--- src/rtl/port_arbiter.sv ---
// -----------------------------------------------------------------------------
// port_arbiter
//
// Routes packets from three non-show-ahead input FIFOs to three outputs.
// Each packet is a header word followed by N payload words. The header holds
// the destination output in bits [1:0] (0 = drop) and N in bits [LEN_W+1:2].
// The header is consumed here; only payload words are forwarded. Payload data
// is not stored: an external mux per output picks data_i using sel_o, and
// out_valid_o marks the cycles in which that data is a payload word.
//
// Every input runs its own small FSM (IDLE, HDR, REQ, XFER, DROP). Every
// output has an owner register and a round-robin pointer, so all three
// outputs can be busy at the same time.
//
// Ports
//   clk                 system clock, rising edge
//   reset               asynchronous reset, active low
//   empty1..3           input FIFO empty flags
//   data1..3   [31:0]   input FIFO read data, valid one cycle after rdreq
//   rdreq1..3           input FIFO pop requests
//   sel1..3    [1:0]    output mux select: 0 = idle word, i = input FIFO i
//   out_valid1..3       output carries a payload word this cycle
//   drop_cnt   [15:0]   packets dropped (destination 0), saturating
// -----------------------------------------------------------------------------
module port_arbiter #(
  parameter int LEN_W = 6
) (
  input  logic        clk,
  input  logic        reset,
  input  logic        empty1,
  input  logic        empty2,
  input  logic        empty3,
  input  logic [31:0] data1,
  input  logic [31:0] data2,
  input  logic [31:0] data3,
  output logic        rdreq1,
  output logic        rdreq2,
  output logic        rdreq3,
  output logic [1:0]  sel1,
  output logic [1:0]  sel2,
  output logic [1:0]  sel3,
  output logic        out_valid1,
  output logic        out_valid2,
  output logic        out_valid3,
  output logic [15:0] drop_cnt
);

  localparam int NP = 3;

  typedef enum logic [2:0] {
    S_IDLE,
    S_HDR,
    S_REQ,
    S_XFER,
    S_DROP
  } state_e;

  // Index 0..2 below stands for input/output 1..3; owner and pointer values
  // use the external numbering (0 = none, 1..3).
  logic             empty_w  [NP];
  logic [31:0]      data_w   [NP];

  state_e           state_q  [NP];
  state_e           state_d  [NP];
  logic [1:0]       dst_q    [NP];
  logic [1:0]       dst_d    [NP];
  logic [LEN_W-1:0] len_q    [NP];
  logic [LEN_W-1:0] len_d    [NP];
  logic [LEN_W-1:0] issued_q [NP];
  logic [LEN_W-1:0] issued_d [NP];
  logic             rd_req   [NP];
  logic             rd_q     [NP];
  logic             done     [NP];
  logic             drop_done[NP];
  logic             granted  [NP];

  logic [1:0]       owner_q  [NP];
  logic [1:0]       owner_d  [NP];
  logic [1:0]       ptr_q    [NP];
  logic [1:0]       ptr_d    [NP];
  logic [NP-1:0]    req_vec  [NP];
  logic [1:0]       winner   [NP];
  logic             ov       [NP];

  logic [15:0]      drop_cnt_q;
  logic [15:0]      drop_cnt_d;
  logic [16:0]      drop_sum;

  // Only header fields are decoded here; payload bits bypass the block.
  logic unused_data_bits;
  assign unused_data_bits = ^{data1[31:LEN_W+2], data2[31:LEN_W+2], data3[31:LEN_W+2]};

  assign empty_w[0] = empty1;
  assign empty_w[1] = empty2;
  assign empty_w[2] = empty3;
  assign data_w[0]  = data1;
  assign data_w[1]  = data2;
  assign data_w[2]  = data3;

  // First requester at or after ptr, scanning 1,2,3 with wrap; 0 if none.
  function automatic logic [1:0] rr_pick(input logic [NP-1:0] req, input logic [1:0] ptr);
    logic [1:0] pick;
    logic [1:0] cand;
    pick = 2'd0;
    cand = ptr;
    for (int k = 0; k < NP; k++) begin
      if (pick == 2'd0 && req[cand - 2'd1]) pick = cand;
      cand = (cand == 2'd3) ? 2'd1 : cand + 2'd1;
    end
    return pick;
  endfunction

  // Status derived from registers only, kept apart from the next-state logic
  // so no combinational block both feeds and reads another.
  always_comb begin
    for (int i = 0; i < NP; i++) begin
      // Last word is on data_i the cycle after its rdreq; that is the exit cycle.
      done[i] = (state_q[i] == S_XFER) && (issued_q[i] == len_q[i]);
    end
    for (int o = 0; o < NP; o++) begin
      req_vec[o] = '0;
      for (int i = 0; i < NP; i++) begin
        req_vec[o][i] = (state_q[i] == S_REQ) && (dst_q[i] == 2'(o + 1));
      end
    end
  end

  always_comb begin
    for (int o = 0; o < NP; o++) begin
      winner[o] = rr_pick(req_vec[o], ptr_q[o]);
    end
  end

  // A free output hands itself to its winner; the owner register is not free
  // again until the edge after release, so release and regrant never coincide.
  always_comb begin
    for (int i = 0; i < NP; i++) begin
      granted[i] = 1'b0;
      for (int o = 0; o < NP; o++) begin
        if (owner_q[o] == 2'd0 && winner[o] == 2'(i + 1)) granted[i] = 1'b1;
      end
    end
  end

  always_comb begin
    for (int o = 0; o < NP; o++) begin
      owner_d[o] = owner_q[o];
      ptr_d[o]   = ptr_q[o];
      if (owner_q[o] == 2'd0) begin
        if (winner[o] != 2'd0) begin
          owner_d[o] = winner[o];
          ptr_d[o]   = (winner[o] == 2'd3) ? 2'd1 : winner[o] + 2'd1;
        end
      end else begin
        for (int i = 0; i < NP; i++) begin
          if (owner_q[o] == 2'(i + 1) && done[i]) owner_d[o] = 2'd0;
        end
      end
    end
  end

  // Per-input packet FSM.
  always_comb begin
    for (int i = 0; i < NP; i++) begin
      // NOTE: every output of a combinational block gets a default before the
      // case, otherwise the paths that skip an assignment infer a latch.
      state_d[i]   = state_q[i];
      dst_d[i]     = dst_q[i];
      len_d[i]     = len_q[i];
      issued_d[i]  = issued_q[i];
      rd_req[i]    = 1'b0;
      drop_done[i] = 1'b0;
      case (state_q[i])
        S_IDLE: begin
          if (!empty_w[i]) begin
            rd_req[i]  = 1'b1;
            state_d[i] = S_HDR;
          end
        end
        S_HDR: begin
          dst_d[i]    = data_w[i][1:0];
          len_d[i]    = data_w[i][LEN_W+1:2];
          issued_d[i] = '0;
          if (data_w[i][1:0] == 2'd0) begin
            if (data_w[i][LEN_W+1:2] == '0) begin
              // Header-only drop: counted now, nothing more to pop.
              drop_done[i] = 1'b1;
              state_d[i]   = S_IDLE;
            end else begin
              state_d[i] = S_DROP;
            end
          end else if (data_w[i][LEN_W+1:2] == '0) begin
            state_d[i] = S_IDLE;
          end else begin
            state_d[i] = S_REQ;
          end
        end
        S_REQ: begin
          if (granted[i]) state_d[i] = S_XFER;
        end
        S_XFER, S_DROP: begin
          if (issued_q[i] == len_q[i]) begin
            state_d[i]   = S_IDLE;
            drop_done[i] = (state_q[i] == S_DROP);
          end else if (!empty_w[i]) begin
            // An empty FIFO simply stalls: counter and grant are held.
            rd_req[i]   = 1'b1;
            issued_d[i] = issued_q[i] + LEN_W'(1);
          end
        end
        default: state_d[i] = S_IDLE;
      endcase
    end
  end

  always_comb begin
    drop_sum = {1'b0, drop_cnt_q};
    for (int i = 0; i < NP; i++) begin
      drop_sum = drop_sum + 17'(drop_done[i]);
    end
    drop_cnt_d = drop_sum[16] ? 16'hFFFF : drop_sum[15:0];
  end

  // NOTE: state registers use non-blocking assignments so every flop samples
  // the values from before the edge, independent of statement order.
  always_ff @(posedge clk or negedge reset) begin
    if (!reset) begin
      for (int i = 0; i < NP; i++) begin
        state_q[i]  <= S_IDLE;
        dst_q[i]    <= 2'd0;
        len_q[i]    <= '0;
        issued_q[i] <= '0;
        rd_q[i]     <= 1'b0;
        owner_q[i]  <= 2'd0;
        ptr_q[i]    <= 2'd1;
      end
      drop_cnt_q <= '0;
    end else begin
      for (int i = 0; i < NP; i++) begin
        state_q[i]  <= state_d[i];
        dst_q[i]    <= dst_d[i];
        len_q[i]    <= len_d[i];
        issued_q[i] <= issued_d[i];
        rd_q[i]     <= rd_req[i];
        owner_q[i]  <= owner_d[i];
        ptr_q[i]    <= ptr_d[i];
      end
      drop_cnt_q <= drop_cnt_d;
    end
  end

  // The word on data_i is payload exactly when the owning input popped last
  // cycle; the owner is in XFER from grant to release, so header pops never
  // show up here.
  always_comb begin
    for (int o = 0; o < NP; o++) begin
      ov[o] = 1'b0;
      for (int i = 0; i < NP; i++) begin
        if (owner_q[o] == 2'(i + 1) && rd_q[i]) ov[o] = 1'b1;
      end
    end
  end

  // IDLE pops combinationally from !empty, so the pop requests are gated
  // with reset to keep them low while reset is held.
  assign rdreq1     = reset & rd_req[0];
  assign rdreq2     = reset & rd_req[1];
  assign rdreq3     = reset & rd_req[2];
  assign sel1       = owner_q[0];
  assign sel2       = owner_q[1];
  assign sel3       = owner_q[2];
  assign out_valid1 = ov[0];
  assign out_valid2 = ov[1];
  assign out_valid3 = ov[2];
  assign drop_cnt   = drop_cnt_q;

endmodule

--- config.mk ---
export PLATFORM = sky130hd
export DESIGN_NAME = port_arbiter
export DESIGN_NICKNAME = d
export VERILOG_FILES = /design/src/rtl/port_arbiter.sv
export SDC_FILE = /design/constraint.sdc
export NUM_CORES = 1
export LEC_CHECK = 0
export CORE_ASPECT_RATIO = 0.5
export CORE_MARGIN = 2
export CORE_UTILIZATION = 29
export CTS_CLUSTER_SIZE = 14
export DETAILED_ROUTE_END_ITERATION = 12
export DONT_BUFFER_PORTS = 1
export PLACE_DENSITY = 0.42
export RECOVER_POWER = 50
export SLEW_MARGIN = 0
export SYNTH_ARGS = -nofsm -noshare
export SYNTH_HDL_FRONTEND = slang
export SYNTH_SLANG_ARGS = --single-unit
--- constraint.sdc ---
create_clock -name clk -period 10.17 [get_ports clk]
set_clock_uncertainty 0.2 [all_clocks]
set_input_delay 0 -clock clk [delete_from_list [all_inputs] [get_ports clk]]
set_output_delay 0 -clock clk [all_outputs]
set_load 0.1 [all_outputs]
======== After elaboration in Yosys (flattened, before gate mapping) ========
Index checks and enable logic that the tools add are counted.
storage, ports and cells
  logic and storage cells ................. 332
  bits in registers ....................... 82
  input bits .............................. 101
cells by class
  equal/unequal tests ..................... 66
  reductions and logical operators ........ 87
  mux-type cells .......................... 121
  bitwise logic cells ..................... 3
  magnitude comparators ................... 9
  $add $sub $neg .......................... 24
operators with widths
  cell                                                                    number
  2-bit two-way mux                                                       36
  2-bit equality test (second input constant)                             24
  1-bit logical AND                                                       45
  3-bit two-way mux                                                       15
  1-bit two-way mux                                                       42
  6-bit two-way mux                                                       6
  3-bit case mux with 4 select lines                                      3
  6-bit case mux with 2 select lines                                      3
  17-bit by 1-bit adder with 17-bit output                                2
  2-bit != test (second input constant)                                   15
  2-bit by 3-bit < comparator with 1-bit output (second input constant)   9
  2-bit logical NOT                                                       12
  2-bit by 1-bit adder with 2-bit output (second input constant)          9
  6-bit by 1-bit adder with 6-bit output (second input constant)          3
  1-bit binary-select mux with 2-bit select                               9
  2-bit by 1-bit equality test with 1-bit output (second input constant)  9
  3-bit by 2-bit equality test with 1-bit output (second input constant)  6
  6-bit equality test                                                     3
  6-bit logical NOT                                                       3
  3-bit AND reduction                                                     6
  2-bit by 1-bit subtractor with 2-bit output (second input constant)     9
  16-bit by 1-bit adder with 17-bit output                                1
  16-bit two-way mux                                                      1
  1-bit case mux with 2 select lines                                      6
  9 further kinds                                                         33

======== Longest topological paths before layout ========
Gate-level depths: netlist of the first run.
  depth after elaboration ................. 18
  mapped depth ............................ 18

======== Worst setup path before layout of the first run ========
Ideal clock, no wire load.
  kind .................................... register to register
  start ................................... register issued_q[15] (netlist bit)
  end ..................................... register drop_cnt_q[10], in the netlist drop_cnt[10]
  setup time .............................. 0.134 ns
  clock period less this slack ............ 4.053 ns
  setup slack ............................. 6.117 ns
  required time ........................... 9.836 ns
  stages on the path, launching flop included .. 19
  path buffers ............................ 1
  arrival ................................. 3.719 ns
  cells stage by stage .................... dfrtp_1 -> xor2_1 -> nor4_1 -> nand3_1 -> nor2_1 -> a21oi_1 -> or2_2 -> fa_1 -> inv_1 -> ha_1 -> fa_1 -> nand2_1 -> nor2_1 -> and2_1 -> nand4_1 -> nor2_1 -> nand3_1 -> clkbuf_1 -> nand2_1
on the way
  longest elaborated chain between the ends .. 7
ends and longest elaborated chain
  what                                                   line  RTL
  start, declared                                        69    logic [LEN_W-1:0] issued_q [NP];
  start signal, assigned by index                        243   issued_q[i] <= issued_d[i];
  6-bit equality test                                    202   if (issued_q[i] == len_q[i]) begin
  1-bit two-way mux                                      202
  1-bit case mux with 2 select lines                     173   case (state_q[i])
  16-bit by 1-bit adder with 17-bit output               219   drop_sum = drop_sum + 17'(drop_done[i]);
  17-bit by 1-bit adder with 17-bit output (2 in a row)  219
  16-bit two-way mux                                     221   drop_cnt_d = drop_sum[16] ? 16'hFFFF : drop_sum[15:0];
  named net drop_cnt_d[10]                               86    logic [15:0] drop_cnt_d;
  end signal, assigned                                   248   drop_cnt_q <= drop_cnt_d;
  end, declared                                          85    logic [15:0] drop_cnt_q;
The timed path passes the listed nets, and every way through them passes these cells.
A chain may end at the register's enable or synchronous reset.

======== Final worst setup path of the first run ========
  start ................................... register issued_q[14] (netlist bit)
  end ..................................... register drop_cnt_q[1], in the netlist drop_cnt[1]
The elaborated chain is that of the path after synthesis.

==> impl_results.md, run 1 <==
- Outcome: finished, violations left
- Failing checks: max-capacitance violations, max-slew violations
- DIE AREA: 18500 um2
- Slew margin rel.: -2.04
- H-tree levels: 3
- Inserted Diodes: 0
- Tcrit/Tclk final: 0.461
- I/O Buffers: 0
- Post-synth EDFFs: 0
- HPWL Detailed: 8780 um
- Initial antenna violation count: 0
- Mean number of vias per cell: 4.92
- Synth top area share: 0.392
- Clock buffer count from CTS: 9
- Detailed-router iteration count before antenna repair: 4
- Most common cell in the netlist: dfrtp_1
- Power Density: 293 nW/um2
- Worst-Skew Late Latency: 340 ps
- Max-slew violation count: 91
- Fin crit period: 4690 ps
- WS Path Type: reg -> reg
- Die H: 97.3 um
- Pwr Total: 1720 uW
- RSZ-0062 raised after global routing: no
- Drt drc: 0
- Fin area: 5880 um2
- Post-synth ARST share: 1.00
- Post-route worst setup slack: 5480 ps
- Wirelength per Cell: 15.5 um
- Hold_buf cts: 29
- Syn avg cell area: 9.42 um2
- Area leader, netlist: dfrtp_1
- Clock sink total: 82
- Starting Density: 0.294
- WL final: 12400 um
- Synth cell count leaders: 79 x dfrtp_1, 60 x nor2_1, 53 x nand2_1, 32 x mux2_2, 28 x xor2_1
- Clock slew at reported path FFs: 60 ps
- Initial drt markers: 167
- Synth Register Bits: 82
- Ys Warns: 0
- Buf/Inv on CP: 1
- Final Hold Fails: 0
- Pre-CTS WS: 5380 ps
- Sequential area share after synthesis: 0.407
- # Max-Cap Violations: 2
- Main area contributors after synthesis: dfrtp_1 39%, mux2_2 7.1%, xor2_1 4.9%
- Worst VDD drop: 0.0000903 V
- Most used cell, CP: nor2_1
- Worst-path cell chain: xor2_1 -> nor4_1 -> nand3_1 -> nor2_1 -> a21oi_1 -> or2_2 -> fa_1 -> inv_1 -> ha_1 -> fa_1 -> nand2_1 -> nor2_1 -> and2_1 -> nand4_1 -> nor2_1 -> nand3_1 -> nand2b_1
- # Post-CTS Setup Buffers: 0
- CP endpoint kind: flip-flop
- Layout Utilization: 0.342
- Required @ worst endpoint: 10230 ps
- Total GRT Usage: 0.139
- # resized after CTS: 0
- Delay-heaviest family, CP: simple AND/OR/NAND/NOR gates
- Layout Area Growth over Synthesis: 16.5%
- Fmax: 213 MHz
- CTS tree: done
- Mapped Area: 5050 um2
- Routability cong.: 0.758
- Root buf cell: clkbuf_16
- Row count: 34
- Largest net degree at the start of global routing: 83
- Main flop type after synthesis: dfrtp_1
- Hold WC Path Type: in -> reg
- Routed Antenna Nets: 0
- Final net count: 680
- Unique cell type count in the Yosys netlist: 63
- Critical path's largest stage delay: 440 ps
- Syn Inst Count: 536
- Syn nets: 657
- Placeable Area: 17200 um2
- Vias: 3926
- Worst Path Max Fanout: 13
- Share of post-route cells with drive strength above 1: 0.124
- Die extent in x: 191 um
- Vias in the first global route: 3804
- Worst Max-Slew Pin Slew: 4560 ps
- DP Area: 5300 um2
- First-pass GRT wire length: 20500 um
- Clk buf depth: 2
- Crit start category: flip-flop
- Slowest cell on crit path: dfrtp_1
- CP Data Arrival Time: 4740 ps
- # IOs: 129
- Pleak: 0.00248 uW
- Final TNS setup: 0 ps
- Setup violators final: 0
- Total grt overflow: 0
-- metrics by stage --
step / cells / hold WS [ps]
finish: 798 / 150
global route: 798 / 150
CTS: 798 / 41.2
detailed placement: 753 / -493
global placement: 753 / -494
floorplan: 536 / -496
-- flip-flops by register name, summed over array words and instances (netlist names) --
| signal | count |
|---|---|
| len_q | 18 |
| sel1 | 2 |
| ptr_q | 6 |
| state_q | 9 |
| sel2 | 2 |
| dst_q | 6 |
| issued_q | 18 |
| rd_q | 3 |
| sel3 | 2 |
| drop_cnt | 16 |
-- cell families (layout without fill, tap and decap cells) --
family / after synthesis / after routing / share of synthesized area
AOI/OAI and AO/OA: 89 / 89 / 0.120
muxes: 35 / 35 / 0.0773
xor gates and xnor gates: 40 / 40 / 0.0694
and+or+nand+nor: 234 / 234 / 0.246
buffers and inverters: 36 / 64 / 0.0278
adders and majority gates: 20 / 20 / 0.0525
DFF: 82 / 82 / 0.407
-- worst paths after layout --
path                                     to          from  depth (start not counted)  slack (ps)
worst min-delay path                rd_q[2]        empty1                          2         150
min in group asynchronous           sel2[1]         reset                          2        1630
max in group asynchronous       issued_q[2]         reset                          2        5520
worst max register to register  drop_cnt[1]  issued_q[14]                         17        5480
worst min register to register    len_q[13]     len_q[13]                          1         330
worst max-delay path            drop_cnt[1]  issued_q[14]                         17        5480
-- power breakdown --
group | internal [uW] | switching (uW) | leakage (uW) | total [uW]
clock | 203 | 134 | 0.000145 | 337
sequential | 437 | 226 | 0.00102 | 664
combinational | 304 | 416 | 0.00132 | 721
total | 945 | 776 | 0.00248 | 1720
-- layout by cell type, fill, tap and decap left out, types with 5 or more instances in the layout --
cell / n
nand4_1: 11
nand2_1: 53
o21ai_0: 15
o21bai_1: 5
mux2_2: 32
nand3_1: 17
nor2_1: 60
nor4_1: 10
ha_1: 18
or3_1: 5
a21o_1: 5
xnor2_1: 12
xor2_1: 28
nand2b_1: 10
inv_1: 16
dfrtp_1: 79
clkbuf_16: 9
nor3b_1: 8
dlygate4sd3_1: 28
nor2b_1: 7
a21oi_1: 23
and2_1: 6
nor3_1: 15
-- cell type report --
cell class	instances	area, um2
fill	1780	11300
multi-input combinational	418	2870
sequential	82	2060
timing repair buffer	32	299
tap	234	293
clock buffer	12	256
inverter	16	60.1
clock inverter	4	50.0
-- per-layer routing --
layer  routed length, um  global-route usage  up-vias  part of all wire
li1                    -                   -     1953                 -
met4                 145              0.0388        0             0.012
met3                 454              0.0358       13             0.037
met1                6530               0.203     1899              0.53
met2                5230               0.203       61              0.42
met5                   0                   0        -                 0
Note: power is estimated with default switching activity, not from simulation.
==> run 2: changes to the inputs <==
==> constraint.sdc (replaced) <==
create_clock -name clk -period 4.8 [get_ports clk]
set_clock_uncertainty 0.2 [all_clocks]
set_input_delay 0 -clock clk [delete_from_list [all_inputs] [get_ports clk]]
set_output_delay 0 -clock clk [all_outputs]
set_load 0.1 [all_outputs]
==> impl_results.md, run 2 (synthesis gave the netlist of run 1 again) <==
- Outcome: finished, violations left
- Failing checks: max-capacitance violations, max-slew violations
- Die H: 97.3 um (unchanged)
- Worst-path cell chain: xor2_1 -> nor4_1 -> nand3_1 -> nor2_1 -> a21oi_1 -> or2_2 -> fa_1 -> inv_1 -> ha_1 -> fa_1 -> nand2_1 -> nor2_1 -> and2_1 -> nand4_1 -> nor2_1 -> nand3_1 -> buf_4 -> o21ai_0
- Internal power: 2030 uW (+110%)
- Busiest grt layer: met2
- Routability cong.: 0.807 (+6.5%)
- Total GRT Usage: 0.143 (+0.00338)
- Combinational share of power: 0.429 (+0.010)
- M1 GR Usage: 0.207 (+0.00393)
- HPWL Detailed: 8740 um (-0.47%)
- Layout Area Growth over Synthesis: 17.4%
- Fmax: 238 MHz (+12%)
- CTS tree: done
- Worst setup path start: issued_q[15]
- Final Hold Fails: 0 (unchanged)
- Vias: 3952 (+0.66%)
- Root buf cell: clkbuf_16
- Power Density: 621 nW/um2 (+110%)
- Final net count: 685 (+0.74%)
- Die extent in x: 191 um (unchanged)
- DP Area: 5340 um2 (+0.71%)
- Met3 GRT Util: 0.0329 (-0.00289)
- Starting Density: 0.294 (unchanged)
- Worst Max-Slew Pin Slew: 2150 ps (-2410 ps)
- NetSw: 1660 uW (+110%)
- WS Path Type: reg -> reg
- Met2 Track Usage GR: 0.217 (+0.0143)
- Crit start category: flip-flop
- Sequential power share: 0.372 (-0.014)
- Drt drc: 0 (unchanged)
- Tcrit/Tclk final: 0.874 (+0.413)
- Storage cell area: 2060 um2 (unchanged)
- Most frequent cells in the layout: 79 x dfrtp_1, 60 x nor2_1, 53 x nand2_1, 32 x mux2_2
- Required @ worst endpoint: 4810 ps (-5420 ps)
- Worst flop-to-flop path startpoint: issued_q[15]
- Total grt overflow: 0 (unchanged)
- I/O Buffers: 0 (unchanged)
- Clock slew at reported path FFs: 70 ps (about the same)
- Inserted Diodes: 0 (unchanged)
- Mean number of vias per cell: 4.92 (about the same)
- Slowest cell on crit path: fa_1
- Initial drt markers: 162 (-3.0%)
- Clk pwr share: 0.200 (+0.004)
- CP endpoint kind: flip-flop
- CP Data Arrival Time: 4210 ps (-530 ps)
- Most used cell, CP: nor2_1
- Reg2Reg Setup Slack: 610 ps (-4880 ps)
- H-tree levels: 3 (unchanged)
- Worst-Skew Late Latency: 330 ps (about the same)
- Routed Antenna Nets: 0 (unchanged)
- Commonest non-fill, non-tap cell in the layout: dfrtp_1
- Setup violators final: 0 (unchanged)
- Largest net degree at the start of global routing: 83 (unchanged)
- Fin area: 5930 um2 (+0.77%)
- Sw Ratio: 0.449 (-0.00162)
- Final TNS setup: 0 ps (unchanged)
- # Max-Cap Violations: 2 (unchanged)
- Max-slew violation count: 91 (unchanged)
- DIE AREA: 18500 um2 (unchanged)
- Wirelength per Cell: 15.6 um (+0.66%)
- Fin crit period: 4190 ps (-493 ps)
- Clk buf depth: 2 (unchanged)
- CP endpoint: drop_cnt[6]
- Slew margin rel.: -0.431 (+1.61)
- Detailed-router iteration count before antenna repair: 4 (unchanged)
- Hold WC Path Type: in -> reg
- Critical path's largest stage delay: 500 ps (+60 ps)
- Pleak: 0.00251 uW (+1.2%)
- Clock sink total: 82 (unchanged)
- Clock buffer count from CTS: 9 (unchanged)
- RSZ-0062 raised after global routing: no
- Multi-input combinational cell area: 2870 um2 (unchanged)
- Placeable Area: 17200 um2 (unchanged)
- Initial antenna violation count: 0 (unchanged)
- Reg2Reg Depth: 18 (+1)
- Worst reg2reg path endpoint: drop_cnt[6]
- Worst VDD drop: 0.000179 V (+98%)
- Vias in the first global route: 3989 (+4.9%)
- Fillers: 1798 (+1.0%)
- Worst Path Max Fanout: 13 (unchanged)
- Share of post-route cells with drive strength above 1: 0.132 (+0.00770)
- # resized after CTS: 0 (unchanged)
- # IOs: 129 (unchanged)
- WL final: 12500 um (+1.3%)
- First-pass GRT wire length: 21100 um (+3.3%)
- Row count: 34 (unchanged)
-- run 2: changes by cell type in the layout (fill, tap and decap cells not counted), sizes merged --
cell | before | now
buf | 1 | 5
clkbuf | 15 | 17
clkinvlp | 2 | 1
-- run 2: worst max-delay path: cells and delay by family (launching register included) --
family / cells / cell delay (ps)
buffers and inverters: 2 / 270
AND/OR/NAND/NOR: 10 / 1690
AO/OA/AOI/OAI: 2 / 180
flip-flops: 1 / 420
adder cells (fa/ha/maj): 3 / 1160
XOR/XNOR: 1 / 160
-- run 2: how the worst min path moves through the flow --
| stage | from | cells past startpoint | end |
|---|---|---|---|
| floorplan | reset | 0 | drop_cnt[0] |
| global placement | reset | 0 | sel2[0] |
| detailed placement | reset | 0 | sel2[0] |
| CTS | reset | 2 | sel2[1] |
| global route | empty1 | 2 | rd_q[2] |
| finish | empty1 | 2 | rd_q[2] |
-- run 2: power groups by stage --
stage               sequential [uW]  clock [uW]  combinational (uW)
global placement               1380           0                1550
floorplan                      1300           0                1290
detailed placement             1380           0                1550
global route                   1420         793                1750
finish                         1370         735                1580
CTS                            1370         763                1600
-- run 2: per-stage QoR --
step / worst slack (ps) / util / hold WS (ps) / cells / power [uW]
finish: 605 / 0.345 / 141 / 803 / 3680
global route: 170 / 0.345 / 144 / 803 / 3970
CTS: 541 / 0.347 / 52.8 / 803 / 3730
detailed placement: 572 / 0.311 / -494 / 758 / 2930
global placement: 529 / 0.311 / -494 / 758 / 2930
floorplan: 747 / - / -496 / 536 / 2590
-- run 2: final cells by class --
cell class	instances	share of cell area
Multi-Input combinational cell	418	0.484
Inverter	16	0.0101
Tap cell	234	0.0494
Sequential cell	82	0.347
Timing Repair Buffer	37	0.0564
Clock buffer	13	0.0456
Clock inverter	3	0.00781
-- run 2: routing by layer --
layer  routed length [um]  up-vias
li1                     -     1966
met1                 6670     1914
met2                 5320       66
met3                  431        6
met4                   96        0
met5                    0        -
-- run 2: repair_timing --
| action | 4_1_cts | 5_1_grt |
|---|---|---|
| hold buffers | 29 | 0 |
| endpoints found under the setup margin | 0 | 0 |
| endpoints found under the hold margin | 131 | 0 |
| setup buffers | 0 | 0 |
==> run 3: changes to the inputs <==
--- a/config.mk
+++ b/config.mk
@@ -7,11 +7,11 @@
 export LEC_CHECK = 0
 export CORE_ASPECT_RATIO = 0.5
 export CORE_MARGIN = 2
-export CORE_UTILIZATION = 29
+export CORE_UTILIZATION = 30
 export CTS_CLUSTER_SIZE = 14
 export DETAILED_ROUTE_END_ITERATION = 12
 export DONT_BUFFER_PORTS = 1
-export PLACE_DENSITY = 0.42
+export PLACE_DENSITY = 0.43
 export RECOVER_POWER = 50
 export SLEW_MARGIN = 0
 export SYNTH_ARGS = -nofsm -noshare
==> impl_results.md, run 3 (synthesis gave the netlist of run 1 again) <==
- Row count: 33 (-2.9%)
- Failing checks: max-capacitance violations, max-slew violations
- Max-slew violation count: 90 (-1.1%)
- Slowest cell on crit path: fa_1
- WS Path Type: reg -> reg
- Post-Layout Cell Count: 797 (-0.75%)
- Placeable Area: 16400 um2 (-4.4%)
- Stages on worst setup path: 17 (-1)
- # Max-Cap Violations: 2 (unchanged)
- Final Hold Fails: 0 (unchanged)
- Commonest non-fill, non-tap cell in the layout: dfrtp_1
- Largest net degree at the start of global routing: 83 (unchanged)
- Hold Path End: rd_q[2]
- Power Density: 614 nW/um2 (-1.1%)
- CTS tree: done
- Required @ worst endpoint: 4850 ps (+40 ps)
- Worst-Skew Late Latency: 340 ps (about the same)
- Hold depth: 2 (unchanged)
- Starting Density: 0.307 (+0.0135)
- Routability cong.: 0.799 (-0.99%)
- H-tree levels: 3 (unchanged)
- CP Data Arrival Time: 4420 ps (+210 ps)
- Reg2Reg Setup Slack: 430 ps (-170 ps)
- Worst Path Max Fanout: 13 (unchanged)
- Initial drt markers: 221 (+36%)
- Fin crit period: 4370 ps (+171 ps)
- Outcome: finished, violations left
- WL final: 12500 um (-0.29%)
- First-pass GRT wire length: 21200 um (+0.26%)
- Most used cell, CP: nor2_1
- Detailed-router iteration count before antenna repair: 4 (unchanged)
- I/O Buffers: 0 (unchanged)
- Buf/Inv on CP: 1 (-1)
- Vias in the first global route: 3969 (-0.50%)
- Wirelength per Cell: 15.7 um (+0.46%)
- DIE AREA: 17900 um2 (-3.2%)
- Inserted Diodes: 0 (unchanged)
- Final net count: 686 (+0.15%)
- Delay-heaviest family, CP: simple AND/OR/NAND/NOR gates
- Clock buffer count from CTS: 9 (unchanged)
- Reg2Reg Depth: 17 (-1)
- Crit start category: flip-flop
- Routed Antenna Nets: 0 (unchanged)
- Root buf cell: clkbuf_16
- Storage cell area: 2060 um2 (unchanged)
- Slew margin rel.: -0.426 (+0.00469)
- Fillers: 1740 (-3.2%)
- Layout Area Growth over Synthesis: 17.0%
- Final TNS setup: 0 ps (unchanged)
- Critical path's largest stage delay: 440 ps (-60 ps)
- Vias: 3956 (+0.10%)
- Total grt overflow: 0 (unchanged)
- Clock sink total: 82 (unchanged)
- Worst VDD drop: 0.000206 V (+15%)
- Die extent in x: 187 um (-1.6%)
- Most frequent cells in the layout: 79 x dfrtp_1, 60 x nor2_1, 53 x nand2_1, 32 x mux2_2
- CP endpoint kind: flip-flop
- Worst reg2reg path endpoint: drop_cnt[6]
- Setup violators final: 0 (unchanged)
- Hold WC Path Type: in -> reg
- Multi-input combinational cell area: 2870 um2 (+0.17%)
- Die H: 95.7 um (-1.6%)
- Total GRT Usage: 0.150 (+0.00721)
- Tcrit/Tclk final: 0.909 (+0.0355)
- Drt drc: 0 (unchanged)
- Mean number of vias per cell: 4.96 (+0.85%)
- Initial antenna violation count: 0 (unchanged)
- Hold Path Origin: empty1
- Cell total after placement: 752 (-0.79%)
- Worst flop-to-flop path startpoint: issued_q[15]
- HPWL Detailed: 8800 um (+0.63%)
- Pleak: 0.00250 uW (-0.45%)
- Clock slew at reported path FFs: 70 ps (about the same)
- Worst-path cell chain: xor2_1 -> nor4_1 -> nand3_1 -> nor2_1 -> a21oi_1 -> or2_2 -> fa_1 -> inv_1 -> ha_1 -> fa_1 -> nand2_1 -> nor2_1 -> and2_1 -> nand4_1 -> nor2_1 -> nand3_2 -> o21ai_0
- Share of post-route cells with drive strength above 1: 0.137 (+0.00503)
- Fmax: 229 MHz (-3.9%)
- Worst Max-Slew Pin Slew: 2140 ps (-7.03 ps)
- # Post-CTS Setup Buffers: 0 (unchanged)
- Clk buf depth: 2 (unchanged)
- # IOs: 129 (unchanged)
run 3: through the flow:
step	area [um2]	hold WS (ps)	setup WS, ps	utilization	power (uW)
floorplan	5050	-496	747	-	2590
global placement	5340	-494	328	0.325	2930
detailed placement	5340	-494	283	0.325	2940
CTS	5930	84.3	241	0.361	3670
global route	5900	160	-10.1	0.359	3920
finish	5900	142	435	0.359	3630
run 3: timing repair:
item	in CTS	in global routing
hold buffers	29	0
endpoints found under the hold margin	131	0
resized for setup	0	1
setup endpoints to repair	0	13
run 3: layout make-up:
class                           count  area share
Tap cell                          227      0.0481
Sequential cell                    82       0.348
Clock inverter                      5     0.00615
Inverter                           16      0.0102
Multi-Input combinational cell    418       0.487
Clock buffer                       11      0.0428
Timing Repair Buffer               38      0.0579
run 3: per-layer routing:
metal,track usage,part of all wire,up-vias
met3,0.0314,0.041,10
met2,0.227,0.42,56
met1,0.218,0.53,1921
li1,-,-,1969
met5,0,0,-
met4,0.0394,0.0098,0
run 3: worst max path at each step:
stage                        end         start  slack, ps
floorplan           drop_cnt[10]  issued_q[15]        750
global placement     drop_cnt[6]  issued_q[15]        330
detailed placement   drop_cnt[6]  issued_q[15]        280
CTS                  drop_cnt[6]  issued_q[14]        240
global route         drop_cnt[1]  issued_q[14]        -10
finish               drop_cnt[6]  issued_q[15]        430
run 3: worst register-to-register path, cell delays in order (launching register included):
cell and delay (ps):
dfrtp_1 430, xor2_1 160, nor4_1 420, nand3_1 150, nor2_1 100, a21oi_1 60
or2_2 320, fa_1 440, inv_1 70, ha_1 200, fa_1 260, nand2_1 70
nor2_1 150, and2_1 210, nand4_1 200, nor2_1 300, nand3_2 310, o21ai_0 220
run 3: where the power goes:
part           switching (uW)  internal (uW)  total (uW)
combinational             947            659        1610
sequential                422            928        1350
clock                     293            380         673
